===== src/rtl/mult_arbiter_pkg.sv =====
// Shared constants and helpers for the two-port multiplier arbiter.
package mult_arbiter_pkg;
   localparam logic [1:0] ST_IDLE = 2'd0;
   localparam logic [1:0] ST_BUSY = 2'd1;
   localparam logic [1:0] ST_RESP = 2'd2;

   localparam int NUM_PORTS = 2;
   localparam int OP_W      = 32;
   localparam int PROD_W    = 64;

   // Iterations needed for a 2-bit-per-step multiply: ceil(bitlen(v)/2), 0..16.
   function automatic logic [4:0] mul_steps(input logic [OP_W-1:0] v);
      logic [5:0] bl;
      bl = '0;
      for (int i = 0; i < OP_W; i++) begin
         if (v[i]) bl = 6'(i + 1);
      end
      return 5'((bl + 6'd1) >> 1);
   endfunction

   function automatic logic [NUM_PORTS-1:0] port_onehot(input logic p);
      return p ? 2'b10 : 2'b01;
   endfunction
endpackage


===== src/rtl/mult_arbiter_mult32.sv =====
// Iterative signed 32x32 multiplier: sign-magnitude, two multiplier bits per cycle.
// Unreset by design; mult_begin low for one cycle clears its running flag.
module Multiplier32
   import mult_arbiter_pkg::*;
(
   input  logic              clk,
   input  logic              mult_begin,
   input  logic [OP_W-1:0]   op1,
   input  logic [OP_W-1:0]   op2,
   output logic              mult_end,
   output logic [PROD_W-1:0] product
);
   logic              running;
   logic              neg;
   logic [4:0]        cnt;
   logic [PROD_W-1:0] mcand;
   logic [PROD_W-1:0] acc;
   logic [OP_W-1:0]   mplier;
   logic [OP_W-1:0]   mag1;
   logic [OP_W-1:0]   mag2;
   logic [PROD_W-1:0] pp;

   // 0x80000000 negates to itself, which is the correct unsigned magnitude.
   assign mag1 = op1[OP_W-1] ? -op1 : op1;
   assign mag2 = op2[OP_W-1] ? -op2 : op2;
   assign pp   = (mplier[0] ? mcand : '0) + (mplier[1] ? {mcand[PROD_W-2:0], 1'b0} : '0);

   assign mult_end = running && (cnt == 5'd0);
   assign product  = neg ? -acc : acc;

   always_ff @(posedge clk) begin
      if (!mult_begin) begin
         running <= 1'b0;
      end else if (!running) begin
         running <= 1'b1;
         mcand   <= {32'd0, mag1};
         mplier  <= mag2;
         acc     <= '0;
         neg     <= op1[OP_W-1] ^ op2[OP_W-1];
         cnt     <= mul_steps(mag2);
      end else if (cnt != 5'd0) begin
         acc    <= acc + pp;
         mcand  <= {mcand[PROD_W-3:0], 2'b00};
         mplier <= {2'b00, mplier[OP_W-1:2]};
         cnt    <= cnt - 5'd1;
      end else begin
         running <= 1'b0;
      end
   end
endmodule


===== src/rtl/mult_arbiter.sv =====
// Two-port round-robin front end sharing one Multiplier32 through an IDLE/BUSY/RESP FSM.
module mult_arbiter
   import mult_arbiter_pkg::*;
#(
   parameter int RR_INIT = 0
) (
   input  logic                      clk,
   input  logic                      rst,
   input  logic [NUM_PORTS-1:0]      req_valid,
   output logic [NUM_PORTS-1:0]      req_ready,
   input  logic [NUM_PORTS*OP_W-1:0] req_op1,
   input  logic [NUM_PORTS*OP_W-1:0] req_op2,
   output logic [NUM_PORTS-1:0]      resp_valid,
   input  logic [NUM_PORTS-1:0]      resp_ready,
   output logic [PROD_W-1:0]         resp_product,
   input  logic                      flush,
   output logic                      busy
);
   localparam logic PRIO_INIT = RR_INIT[0];

   logic [1:0]        state;
   logic              owner;
   logic              prio;
   logic [OP_W-1:0]   op1_q;
   logic [OP_W-1:0]   op2_q;
   logic [PROD_W-1:0] result;
   logic              mult_begin;
   logic              mult_end;
   logic [PROD_W-1:0] product;
   logic              gnt;
   logic              gnt_port;

   always_comb begin
      gnt_port = prio;
      if (req_valid == 2'b01)      gnt_port = 1'b0;
      else if (req_valid == 2'b10) gnt_port = 1'b1;
   end

   assign gnt          = (state == ST_IDLE) && (|req_valid) && !flush && !rst;
   assign req_ready    = gnt ? port_onehot(gnt_port) : '0;
   assign resp_valid   = (state == ST_RESP) ? port_onehot(owner) : '0;
   assign resp_product = (state == ST_RESP) ? result : '0;
   assign busy         = (state != ST_IDLE);
   // Low in RESP and IDLE, so the multiplier never restarts on held operands.
   assign mult_begin   = (state == ST_BUSY);

   Multiplier32 u_mult (
      .clk        (clk),
      .mult_begin (mult_begin),
      .op1        (op1_q),
      .op2        (op2_q),
      .mult_end   (mult_end),
      .product    (product)
   );

   always_ff @(posedge clk) begin
      if (rst) begin
         state  <= ST_IDLE;
         owner  <= 1'b0;
         prio   <= PRIO_INIT;
         op1_q  <= '0;
         op2_q  <= '0;
         result <= '0;
      end else begin
         case (state)
            ST_IDLE: if (gnt) begin
               state <= ST_BUSY;
               owner <= gnt_port;
               op1_q <= gnt_port ? req_op1[2*OP_W-1:OP_W] : req_op1[OP_W-1:0];
               op2_q <= gnt_port ? req_op2[2*OP_W-1:OP_W] : req_op2[OP_W-1:0];
            end
            ST_BUSY: if (flush) begin
               state <= ST_IDLE;
            end else if (mult_end) begin
               result <= product;
               state  <= ST_RESP;
            end
            ST_RESP: if (flush) begin
               state  <= ST_IDLE;
               result <= '0;
            end else if (resp_ready[owner]) begin
               state <= ST_IDLE;
               prio  <= ~owner;
            end
            default: state <= ST_IDLE;
         endcase
      end
   end
endmodule


===== config.mk =====
export PLATFORM = sky130hd
export DESIGN_NAME = mult_arbiter
export DESIGN_NICKNAME = d
export VERILOG_FILES = /design/src/rtl/mult_arbiter_pkg.sv /design/src/rtl/mult_arbiter_mult32.sv /design/src/rtl/mult_arbiter.sv
export SDC_FILE = /design/constraint.sdc
export NUM_CORES = 1
export LEC_CHECK = 0
export ABC_CLOCK_PERIOD_IN_PS = 21900
export BUFFER_PORTS_ARGS = -buffer_cell sky130_fd_sc_hd__buf_2
export CORE_MARGIN = 10
export CORE_UTILIZATION = 61
export CTS_CLUSTER_SIZE = 30
export DETAILED_ROUTE_END_ITERATION = 6
export PLACE_DENSITY = 0.84
export SKIP_CTS_REPAIR_TIMING = 1
export SLEW_MARGIN = 0
export SYNTH_ARGS = -nofsm -noshare
export SYNTH_HDL_FRONTEND = slang
export SYNTH_SLANG_ARGS = --single-unit

===== constraint.sdc =====
create_clock -name clk -period 21.9 [get_ports clk]
set_clock_uncertainty 0.1 [all_clocks]
set_input_delay 1.095 -clock clk [delete_from_list [all_inputs] [get_ports clk]]
set_output_delay 1.095 -clock clk [all_outputs]
set_load 0.03 [all_outputs]

==> results.yml <==
logic_synthesis:
  yosysMostFrequentCell: "nand2_1"
  synth_common_cells: "nand2_1, inv_1, nor2_1"
  postSynthAreaPerCell_sq_um: 8.82
  synth_flop_cell: "edfxtp_1"
  synth_edf_count: 166
  syn_inst: 2420
  synth_area_leaders: "edfxtp_1, dfxtp_1, fa_1"
  synth_nets: 2687
  yosysWarningCount: 0
  yosys.area.top_type_share_pct: 23.4
  async_flop_share_pct: 0
  netlist_area_sq_um: 21300
  ys_seq_area_share_pct: 35.8
  ys_seq_elements: 299
  yosysTopAreaCell: "edfxtp_1"
  yosysUniqueCellTypes: 84
route:
  wl_met1_mm: 26.3
  route.detailed.drc: 12
  wl_met3_mm: 5.14
  routed-wl-met2_mm: 25.4
  top_layer_used: "met4"
  vias: 18500
  routedWlPerCell_um: 19.3
  totalWireLength_mm: 57.9
  dr.first_iter.drc_count: 2155
  drtPass1Iterations: 7
  postRouteAntennaNets: 0
  viasPerCell: 6.17
power_and_ir_drop:
  peakVddDrop_mv: 0.0582
  powerDensity_nw_per_um2: 64.3
  leakagePower_uw: 0.0101
clock_network:
  clk_latency_ns: 0.56
  cts_made_buffers: 34
  htree_num_levels: 2
  cts_tree: "yes"
  clockBufferDepth: 3
  cts-root-buf: "clkbuf_16"
  clkSinkCount: 299
  clkTransAtPathRegs_ns: 0.06
outcome:
  failed_checks: "DRC"
  run_status: "finished with violations"
timing:
  slew_viol_final: 0
  hold_viol_final: 0
  setup_tns_ns: 0
  finalCritPeriodShare_pct: 23.6
  fmax_mhz: 193
  rsz0062_at_grt: "false"
  setup_viol: 0
  setup_slack_ns: 16.73
  slew_headroom_pct: 21.2
  period_minus_slack_ns: 5.17
  hold_slack_ns: 0.371
  tightest_slew_ns: 1.18
setup_path:
  slowest_delay_ns: 0.51
  r2r_cells: 17
  slowest_stage: "buf_4"
  r2r_slack_ns: 16.73
  r2r_end: "u_mult.acc[61]"
  path_buf_inv: 3
  rr_startpoint: "u_mult.mplier[1]"
  arrival_ns: 5.36
  required_ns: 22.09
  worstPathCellList: "buf_4 > nand2_1 > fa_1 > inv_1 > ha_1 > inv_1 > fa_1 > nor2b_1 > o31ai_1 > a211oi_1 > o211ai_1 > a2111o_1 > and3_1 > o32a_1 > nor2_1 > a31oi_1 > mux2i_1"
  cp-end-kind: "register"
  cp_max_fo: 63
  crit_family: "compound AO/OA/AOI/OAI gates"
  startpoint_type: "register"
  path_class: "reg -> reg"
  critPathLaunch: "u_mult.mplier[1]"
placed_design:
  place_inst: 2942
  place.gp.congestion: 0.930
  dp_slack_ns: 16.80
  hpwl_mm: 43.9
  numPortBuffers: 203
global_route:
  grt_pass1_wl_mm: 93.9
  grt.overflow.total: 0
  grt_pass1_vias: 17600
  grt_max_degree: 103
  antenna_found_initial: 0
  grt_use_total_pct: 26.0
layout:
  diodes: 0
  syn_to_final_growth_pct: 10.7
  nNetsFinal: 2790
  final_cells: 3003
  drive_gt1_share_pct: 12.4
die:
  die-area_sq_um: 42900
  fp-row-count: 68
  core_area_sq_um: 34500
  chipHeight_um: 207
  start_util_pct: 61.8
  die_w_um: 207
  io_pins: 204
worst_hold_path:
  hp-start: "result[59]"
  min_path_type: "reg -> reg"
  whs_path_depth: 1
  min_to: "result[59]"
run:
  drv_cap: 0
[routing by layer]
layer / track usage [%] / vias to the layer above
li1: - / 8785
met2: 39.4 / 838
met5: 0 / -
met1: 37.3 / 8831
met4: 5.87 / 0
met3: 5.29 / 86
[power breakdown]
| group | switching [uW] | total (uW) | internal, uW |
|---|---|---|---|
| logic | 191 | 321 | 130 |
| registers | 25.0 | 642 | 617 |
| clock network | 235 | 557 | 321 |
| total | 451 | 1520 | 1070 |
[worst register-to-register path, delay by kind of cell, from the launching register on]
kind,cells,cell delay [ns]
AOI/OAI and AO/OA,6,1.84
adders and majority gates,3,1.04
buffers and inverters,3,0.65
DFF,1,0.33
muxes,1,0.14
and+or+nand+nor,4,0.81
[placed cells by master (no fill, tap or decap), types with 55 or more instances in the layout]
cell type	count
a222oi_1	64
dfxtp_1	132
xor2_1	55
nor2_1	172
ha_1	69
edfxtp_1	166
a21oi_1	87
xnor2_1	116
and2_1	152
buf_2	202
o21ai_0	116
inv_1	221
nand2_1	267
fa_1	63
[worst max path at each step]
stage | slack (ns) | endpoint | depth (start not counted)
2_1_floorplan | 13.11 | u_mult.acc[0] | 4
3_3_place_gp | 16.92 | u_mult.acc[53] | 17
3_5_place_dp | 16.80 | u_mult.acc[61] | 17
4_1_cts | 16.78 | u_mult.acc[61] | 17
5_1_grt | 16.40 | u_mult.acc[61] | 17
6_report | 16.73 | u_mult.acc[61] | 17
[area by class of cell]
type | instances | area [sq um]
clock buffer | 49 | 1000
inverter | 222 | 833
multi-input combinational | 1746 | 12300
clock inverter | 12 | 85.1
sequential | 299 | 7650
timing repair buffer | 220 | 1150
fill | 2784 | 10900
tap | 455 | 569
[logic make-up (layout without fill, tap and decap cells)]
| family | after synthesis | after routing | synth area share (%) |
|---|---|---|---|
| flops | 299 | 299 | 35.8 |
| fa+ha+maj | 132 | 132 | 9.96 |
| mux | 32 | 32 | 1.59 |
| simple gates | 842 | 842 | 19.8 |
| xor+xnor | 171 | 171 | 7.02 |
| compound gates | 569 | 569 | 19.1 |
| buf+inv | 375 | 503 | 6.64 |
[stage by stage]
step                      instance area (sq um)  power [uW]  utilization, %
after floorplan                           21300         886               -
after global placement                    22500         958            65.2
after detailed placement                  22500         966            65.2
after CTS                                 23600        1520            68.4
after global routing                      23600        1590            68.4
final                                     23600        1520            68.4
[sequential cells by signal (all words and copies together), names as in the netlist]
name and cells:
op1_q 32, op2_q 32, owner 1, prio 1
result 64, state 2, u_mult.acc 64, u_mult.cnt 5
u_mult.mcand 64, u_mult.mplier 32, u_mult.neg 1, u_mult.running 1
Note: power is estimated with default switching activity, not from simulation.
